$ cat src/rtl/seg_ram_disp.sv
// ---------------------------------------------------------------------------
// seg_ram_disp
//   Display stage for the RAM demo. Shows the RAM read address (left three
//   digits) and the RAM read data (right three digits) in decimal on a
//   6-digit common-anode seven-segment display using multiplexed scanning.
//   A free-running sequential double-dabble converter (LOAD, 8x SHIFT, DONE;
//   10-cycle period) turns both binary values into BCD in parallel. The
//   results are copied atomically into the display registers.
//
//   Parameters
//     SCAN_CNT_MAX : clock cycles per digit slot minus one.
//
//   Ports
//     sys_clk : system clock, rising edge.
//     rst_n   : asynchronous active-low reset.
//     addr    : RAM read address, binary 0-255.
//     data    : RAM read data q, binary 0-255.
//     sel     : digit select, active low, one-hot-low; sel[5] = leftmost.
//     seg     : segments, active low; seg[7] = dp, seg[6:0] = g..a.
//
//   Optional feature macro: SEG_LEAD_ZERO_BLANK_EN
//     When defined, leading zeros of each 3-digit group are blanked
//     (units digit and decimal point always shown).
// ---------------------------------------------------------------------------
module seg_ram_disp #(
  parameter logic [15:0] SCAN_CNT_MAX = 16'd49_999
) (
  input  logic       sys_clk,
  input  logic       rst_n,
  input  logic [7:0] addr,
  input  logic [7:0] data,
  output logic [5:0] sel,
  output logic [7:0] seg
);

  typedef enum logic [1:0] {
    ST_IDLE  = 2'd0,
    ST_LOAD  = 2'd1,
    ST_SHIFT = 2'd2,
    ST_DONE  = 2'd3
  } state_t;

  state_t      state_q, state_d;
  logic        load_en, shift_en, done_en;

  logic [2:0]  bit_cnt_q, bit_cnt_d;
  logic [7:0]  a_bin_q, a_bin_d, d_bin_q, d_bin_d;
  logic [11:0] a_bcd_q, a_bcd_d, d_bcd_q, d_bcd_d;
  logic [11:0] a_adj, d_adj;
  logic [11:0] a_disp_q, a_disp_d, d_disp_q, d_disp_d;

  logic [15:0] scan_cnt_q, scan_cnt_d;
  logic [2:0]  dig_q, dig_d;
  logic [5:0]  sel_q, sel_d;
  logic [7:0]  seg_q, seg_d;

  logic [11:0] grp;
  logic [2:0]  pos;
  logic [3:0]  nib;
  logic        blank;

  // Double-dabble correction: any BCD nibble >= 5 gets +3 before the shift.
  function automatic logic [11:0] add3(input logic [11:0] b);
    logic [11:0] r;
    r = b;
    for (int i = 0; i < 3; i++) begin
      if (r[i*4 +: 4] >= 4'd5) r[i*4 +: 4] = r[i*4 +: 4] + 4'd3;
    end
    return r;
  endfunction

  // Active-low segment code, dp off; non-decimal nibbles show blank.
  function automatic logic [7:0] seg_code(input logic [3:0] n);
    case (n)
      4'd0:    return 8'hC0;
      4'd1:    return 8'hF9;
      4'd2:    return 8'hA4;
      4'd3:    return 8'hB0;
      4'd4:    return 8'h99;
      4'd5:    return 8'h92;
      4'd6:    return 8'h82;
      4'd7:    return 8'hF8;
      4'd8:    return 8'h80;
      4'd9:    return 8'h90;
      default: return 8'hFF;
    endcase
  endfunction

  // Converter FSM: state register
  always_ff @(posedge sys_clk or negedge rst_n) begin
    if (!rst_n) state_q <= ST_IDLE;
    else        state_q <= state_d;
  end

  // Converter FSM: next state
  always_comb begin
    state_d = state_q;
    case (state_q)
      ST_IDLE:  state_d = ST_LOAD;
      ST_LOAD:  state_d = ST_SHIFT;
      ST_SHIFT: if (bit_cnt_q == 3'd7) state_d = ST_DONE;
      ST_DONE:  state_d = ST_LOAD;
      default:  state_d = ST_IDLE;
    endcase
  end

  // Converter FSM: control outputs
  always_comb begin
    load_en  = (state_q == ST_LOAD);
    shift_en = (state_q == ST_SHIFT);
    done_en  = (state_q == ST_DONE);
  end

  assign a_adj = add3(a_bcd_q);
  assign d_adj = add3(d_bcd_q);

  // Converter datapath
  always_comb begin
    bit_cnt_d = bit_cnt_q;
    a_bin_d   = a_bin_q;
    d_bin_d   = d_bin_q;
    a_bcd_d   = a_bcd_q;
    d_bcd_d   = d_bcd_q;
    a_disp_d  = a_disp_q;
    d_disp_d  = d_disp_q;
    if (load_en) begin
      a_bin_d   = addr;
      d_bin_d   = data;
      a_bcd_d   = '0;
      d_bcd_d   = '0;
      bit_cnt_d = '0;
    end else if (shift_en) begin
      {a_bcd_d, a_bin_d} = {a_adj[10:0], a_bin_q, 1'b0};
      {d_bcd_d, d_bin_d} = {d_adj[10:0], d_bin_q, 1'b0};
      bit_cnt_d = bit_cnt_q + 3'd1;
    end
    // Both groups update together so the display never mixes conversions.
    if (done_en) begin
      a_disp_d = a_bcd_q;
      d_disp_d = d_bcd_q;
    end
  end

  // Scan counter, digit selection and segment encoding
  always_comb begin
    scan_cnt_d = scan_cnt_q + 16'd1;
    dig_d      = dig_q;
    if (scan_cnt_q == SCAN_CNT_MAX) begin
      scan_cnt_d = '0;
      dig_d      = (dig_q == 3'd5) ? 3'd0 : dig_q + 3'd1;
    end

    grp   = (dig_q < 3'd3) ? a_disp_q : d_disp_q;
    pos   = (dig_q < 3'd3) ? dig_q : dig_q - 3'd3;
    blank = 1'b0;
    case (pos)
      3'd0:    nib = grp[11:8];
      3'd1:    nib = grp[7:4];
      default: nib = grp[3:0];
    endcase
`ifdef SEG_LEAD_ZERO_BLANK_EN
    if ((pos == 3'd0) && (grp[11:8] == 4'd0)) blank = 1'b1;
    if ((pos == 3'd1) && (grp[11:4] == 8'd0)) blank = 1'b1;
`endif

    sel_d = ~(6'b100000 >> dig_q);
    seg_d = blank ? 8'hFF : seg_code(nib);
    // The dp on digit 2 separates address from data.
    if (dig_q == 3'd2) seg_d[7] = 1'b0;
  end

  always_ff @(posedge sys_clk or negedge rst_n) begin
    if (!rst_n) begin
      bit_cnt_q  <= '0;
      a_bin_q    <= '0;
      d_bin_q    <= '0;
      a_bcd_q    <= '0;
      d_bcd_q    <= '0;
      a_disp_q   <= '0;
      d_disp_q   <= '0;
      scan_cnt_q <= '0;
      dig_q      <= '0;
      sel_q      <= 6'b111111;
      seg_q      <= 8'hFF;
    end else begin
      bit_cnt_q  <= bit_cnt_d;
      a_bin_q    <= a_bin_d;
      d_bin_q    <= d_bin_d;
      a_bcd_q    <= a_bcd_d;
      d_bcd_q    <= d_bcd_d;
      a_disp_q   <= a_disp_d;
      d_disp_q   <= d_disp_d;
      scan_cnt_q <= scan_cnt_d;
      dig_q      <= dig_d;
      sel_q      <= sel_d;
      seg_q      <= seg_d;
    end
  end

  assign sel = sel_q;
  assign seg = seg_q;

endmodule

$ cat config.mk
export PLATFORM = sky130hd
export DESIGN_NAME = seg_ram_disp
export DESIGN_NICKNAME = d
export VERILOG_FILES = /design/src/rtl/seg_ram_disp.sv
export SDC_FILE = /design/constraint.sdc
export NUM_CORES = 1
export LEC_CHECK = 0
export ABC_AREA = 1
export ABC_CLOCK_PERIOD_IN_PS = 3300
export BUFFER_PORTS_ARGS = -buffer_cell sky130_fd_sc_hd__buf_4
export CELL_PAD_IN_SITES_DETAIL_PLACEMENT = 1
export CELL_PAD_IN_SITES_GLOBAL_PLACEMENT = 1
export CORE_ASPECT_RATIO = 2
export CORE_UTILIZATION = 50
export DETAILED_ROUTE_END_ITERATION = 7
export PLACE_DENSITY_LB_ADDON = 0.12
export SYNTH_ARGS = -nofsm -noshare
export SYNTH_HDL_FRONTEND = slang
export SYNTH_SLANG_ARGS = --single-unit
$ cat constraint.sdc
create_clock -name sys_clk -period 3.3 [get_ports sys_clk]
set_input_delay 0.165 -clock sys_clk [delete_from_list [all_inputs] [get_ports sys_clk]]
set_output_delay 0.165 -clock sys_clk [all_outputs]
set_load 0.1 [all_outputs]
==> run summary <==
The total clock buffers created by CTS came out at 9. The synthesized netlist cell count came out at 594. The top achievable clock speed is 0.404 GHz. The clock power share came out at 30.1%. Buffers placed on the I/O ports in this run total 31. The headroom to the max-slew limit came out at between 60% and 70%. The initial antenna violation count came out at 0. In this run, flip-flops and latches consume 45.6% of the power.

The starting density of the core is 51.9%. The first-pass GRT wire length is 20.6 mm. At the worst endpoint, the arrival time is 2760 ps. The switching power summed over all nets came out at 1.15 mW. The count of cells in the finished layout, fillers not included, comes to between 700 and 800. The worst setup slack after placement is around 860 ps. In this run the horizontal extent of the chip is between 70 and 80 um. The worst hold path belongs to the class input pin to register.

32 I/O pins were placed. The area taken by flip-flops and latches came out at 2540 um2. In this run, the number of DRC markers left after iteration 0 of detailed routing was 105. The area of the multi-input gates came out at 2150 um2. Sorting the synthesized cells by area gives the leading types as dfrtp_1 43%, nand2_1 8.7%, ha_1 6.9%. The delay of the slowest cell on the worst path is 500 ps. The number of levels the H-tree was split into is 3. The clock tree root driver cell is clkbuf_16. The worst-case IR drop observed on VDD is 0.000400 V. The setup TNS came out at 0 ps. The switching part of the total power came out at 34.2%. The via count of the first global-routing pass is between 4000 and 5000. Summing every instance area after synthesis gives 5100 um2. The standard cell area after detailed placement is between 5000 and 6000 um2. The die covers between 10000 and 15000 um2.

Counting distinct cell types in the post-synthesis netlist gives 40. The fraction of the yosys area taken by sequential cells came out at 49.9%. The final weighted congestion in routability-driven placement came out at a little under 0.9. The combinational fraction of design power is 24.3%.

The via density per instance came out at 5.42. The biggest fanout along the worst timing path is 9. The final number of hold-violating endpoints is 0. The y dimension of the die is approximately 140 um. The internal portion of the total power is 2.21 mW. The number of flops mapped to enable cells by yosys is 0. The final net count came out at around 670. The final antenna-violating net count came out at 0.

The count of state elements after synthesis is roughly 100. The final critical delay including setup and external delays came out at 2480 ps. The transition time at the pin with the least slew margin came out at 560 ps.

The number of antenna diodes is 0. The sink count of the clock tree is about 100. The worst setup path is launched from a register. The standby leakage power came out at 2.80 nW. Detailed placement ended at an HPWL of 9.36 mm.

The detailed-route via count came out at 4113. The total global routing track utilization came out at 25.8%. The final count of pins violating max slew is 0. The placeable core area is around 10000 um2. The total length of routed wires is 12.4 mm. The required time of the critical path is 3580 ps.

The Yosys step of the flow raised 0 warnings. Synthesis produced a netlist with a net count of 640. The CTS clock-pin slew for the worst setup and hold paths is 70 ps. By instance count, the cell type seen most on the critical path is nand2_1. Between clock sinks in the finished design, the worst skew comes to just over 7 ps.

The endpoint class of the critical path is a register. For this design, the slowest cell found on the critical path is dfrtp_1. Dividing total power by cell area gives a power density of 586 nW/um2.

Setup repair after global routing left no endpoint under its margin. The ratio of cells with drive above 1 in the final layout is 15.2%. The average cell area after synthesis is between 8 and 9 um2. The cell row count came out at 51. Summed over its instances, the top area cell type makes up 43.2% of the synthesized netlist area. Setup slack on the critical path of the routed design comes to 824 ps. The fraction of registers with async set or reset after synthesis came out at 100%. Summed over all instances, the cell type with the most area after synthesis is dfrtp_1.

From synthesis to final layout, the design area changed by 12.6%. The dominant synthesized flop cell is dfrtp_1. TritonCTS built the clock tree. Setup violations remaining at the end of the flow were counted as 0. The clock latency on the worst-skew pair came out at 350 ps. The tool flagged a number of max-cap violations equal to 0.

The number of detailed-routing iterations run before antenna repair came out at 4. Traced cell by cell, the critical path runs through ha_1 -> ha_1 -> inv_1 -> nand2_1 -> nand2_2 -> nand2_1 -> nor2_2 -> nand2_1 -> nand2_1 -> nand2_1 -> nand2_2 -> inv_1 -> ha_1 -> nand2_1 -> nand2_1 -> nand2_1 -> nand2_1. The pin count of the biggest net entering global routing is just under 60. The critical path is of the register to register type. The instance count after placement with tap cells included came out at approximately 740. The total of fill cells in the finished design is 1223. The largest buffer count on any clock path is 2. The wire length per cell is 16.4 um. The flow ran to the end, and the final reports show no timing, DRC or antenna violations. The total global routing overflow came out at 0. The finished layout cell area came out at 5740 um2. The number of remaining DRC errors came out at 0. The share of the clock period used by the worst path came out at 75.0%.
## sequential cells by signal, indices dropped and copies added (netlist names)
signal      cells
scan_cnt_q     16
a_bcd_q        12
a_disp_q       12
d_bcd_q        12
d_disp_q       12
a_bin_q         8
d_bin_q         8
seg             7
sel             6
bit_cnt_q       3
dig_q           3
state_q         2
## cells in the final DEF (no fill, tap or decap), drive strengths merged, types with 2 or more instances in the layout
master  instances
inv            82
dfrtp          88
nand2         127
xor2            8
clkbuf          9
o21ai          59
o22ai           7
or2             7
nor2           39
a22o            2
o211ai          9
a21oi          22
nor3            8
ha             28
buf            37
dfstp          13
nand4           5
nor4            2
nand3          57
o32ai           4
clkinv          4
## worst paths after layout
| kind | from | to | slack, ps | cells past startpoint |
|---|---|---|---|---|
| hold / removal | addr[4] | a_bin_q[4] | 70 | 3 |
| hold reg to reg | scan_cnt_q[0] | scan_cnt_q[0] | 490 | 1 |
| max in group asynchronous | rst_n | seg[3] | 2200 | 3 |
| setup reg to reg | dig_q[0] | seg[3] | 820 | 17 |
| min in group asynchronous | rst_n | a_disp_q[9] | 360 | 2 |
| setup / recovery | dig_q[0] | seg[3] | 820 | 17 |
## power by group through the flow
stage	combinational [mW]	sequential (mW)	clock, mW
after global routing	0.909	1.56	1.07
after floorplan	0.447	1.67	0
after CTS	0.827	1.54	1.03
final	0.818	1.53	1.01
after global placement	0.765	1.55	0
after detailed placement	0.805	1.56	0
## cell type report
class                   instances  area share [%]
clock inverters                 7           0.980
inverters                      80            5.23
multi-input cells             392            37.5
well taps                     132            2.88
flip-flops and latches        101            44.3
clock buffers                   9            3.92
repair buffers                 38            5.23
## through the flow
step | util (%) | hold WS, ps | total power [mW]
3_3_place_gp | 55.5 | 193 | 2.32
4_1_cts | 58.5 | 63.0 | 3.40
3_5_place_dp | 55.5 | 194 | 2.36
5_1_grt | 58.5 | 67.8 | 3.54
6_report | 58.5 | 69.8 | 3.37
2_1_floorplan | - | -131 | 2.11
## critical path, delay by kind of cell (launching register included)
kind / cells / cell delay, ps
adders and majority gates: 3 / 860
buffers and inverters: 2 / 140
DFF: 1 / 500
and+or+nand+nor: 12 / 910
## kinds of logic after synthesis
group | Yosys count | share of synthesized area (%)
simple gates | 249 | 21.8
compound gates | 105 | 11.8
buf+inv | 101 | 7.97
flops | 101 | 49.9
fa+ha+maj | 28 | 6.87
xor+xnor | 9 | 1.55
mux | 1 | 0.221
## repair_timing
action                    4_1_cts  5_1_grt
hold endpoints to repair       37        0
setup buffers                   0        0
hold buffers                    1        0
resized for setup               0        0
## per-layer routing
metal / vias up / track usage, % / wire length [um]
li1: 1998 / - / -
met1: 2042 / 24.7 / 4340
met2: 48 / 52.0 / 7540
met3: 25 / 3.60 / 181
met4: 0 / 11.4 / 356
met5: - / 0 / 0
## cell usage after synthesis, types with 3 or more instances
cell type  number
ha_1           28
inv_1          74
or2_2           7
nor3_1          8
o21ai_0        50
xor2_1          8
nand4_1         5
o32ai_1         4
nor2_1         38
o21ai_2         3
dfstp_2        13
clkbuf_1       14
buf_6           3
o211ai_1        9
dfrtp_1        88
inv_2           4
o21ai_1         6
nand2_2         7
nand3_1        55
o22ai_1         7
a21oi_1        21
nand2_1       118
Power figures use the tool's default switching activity.
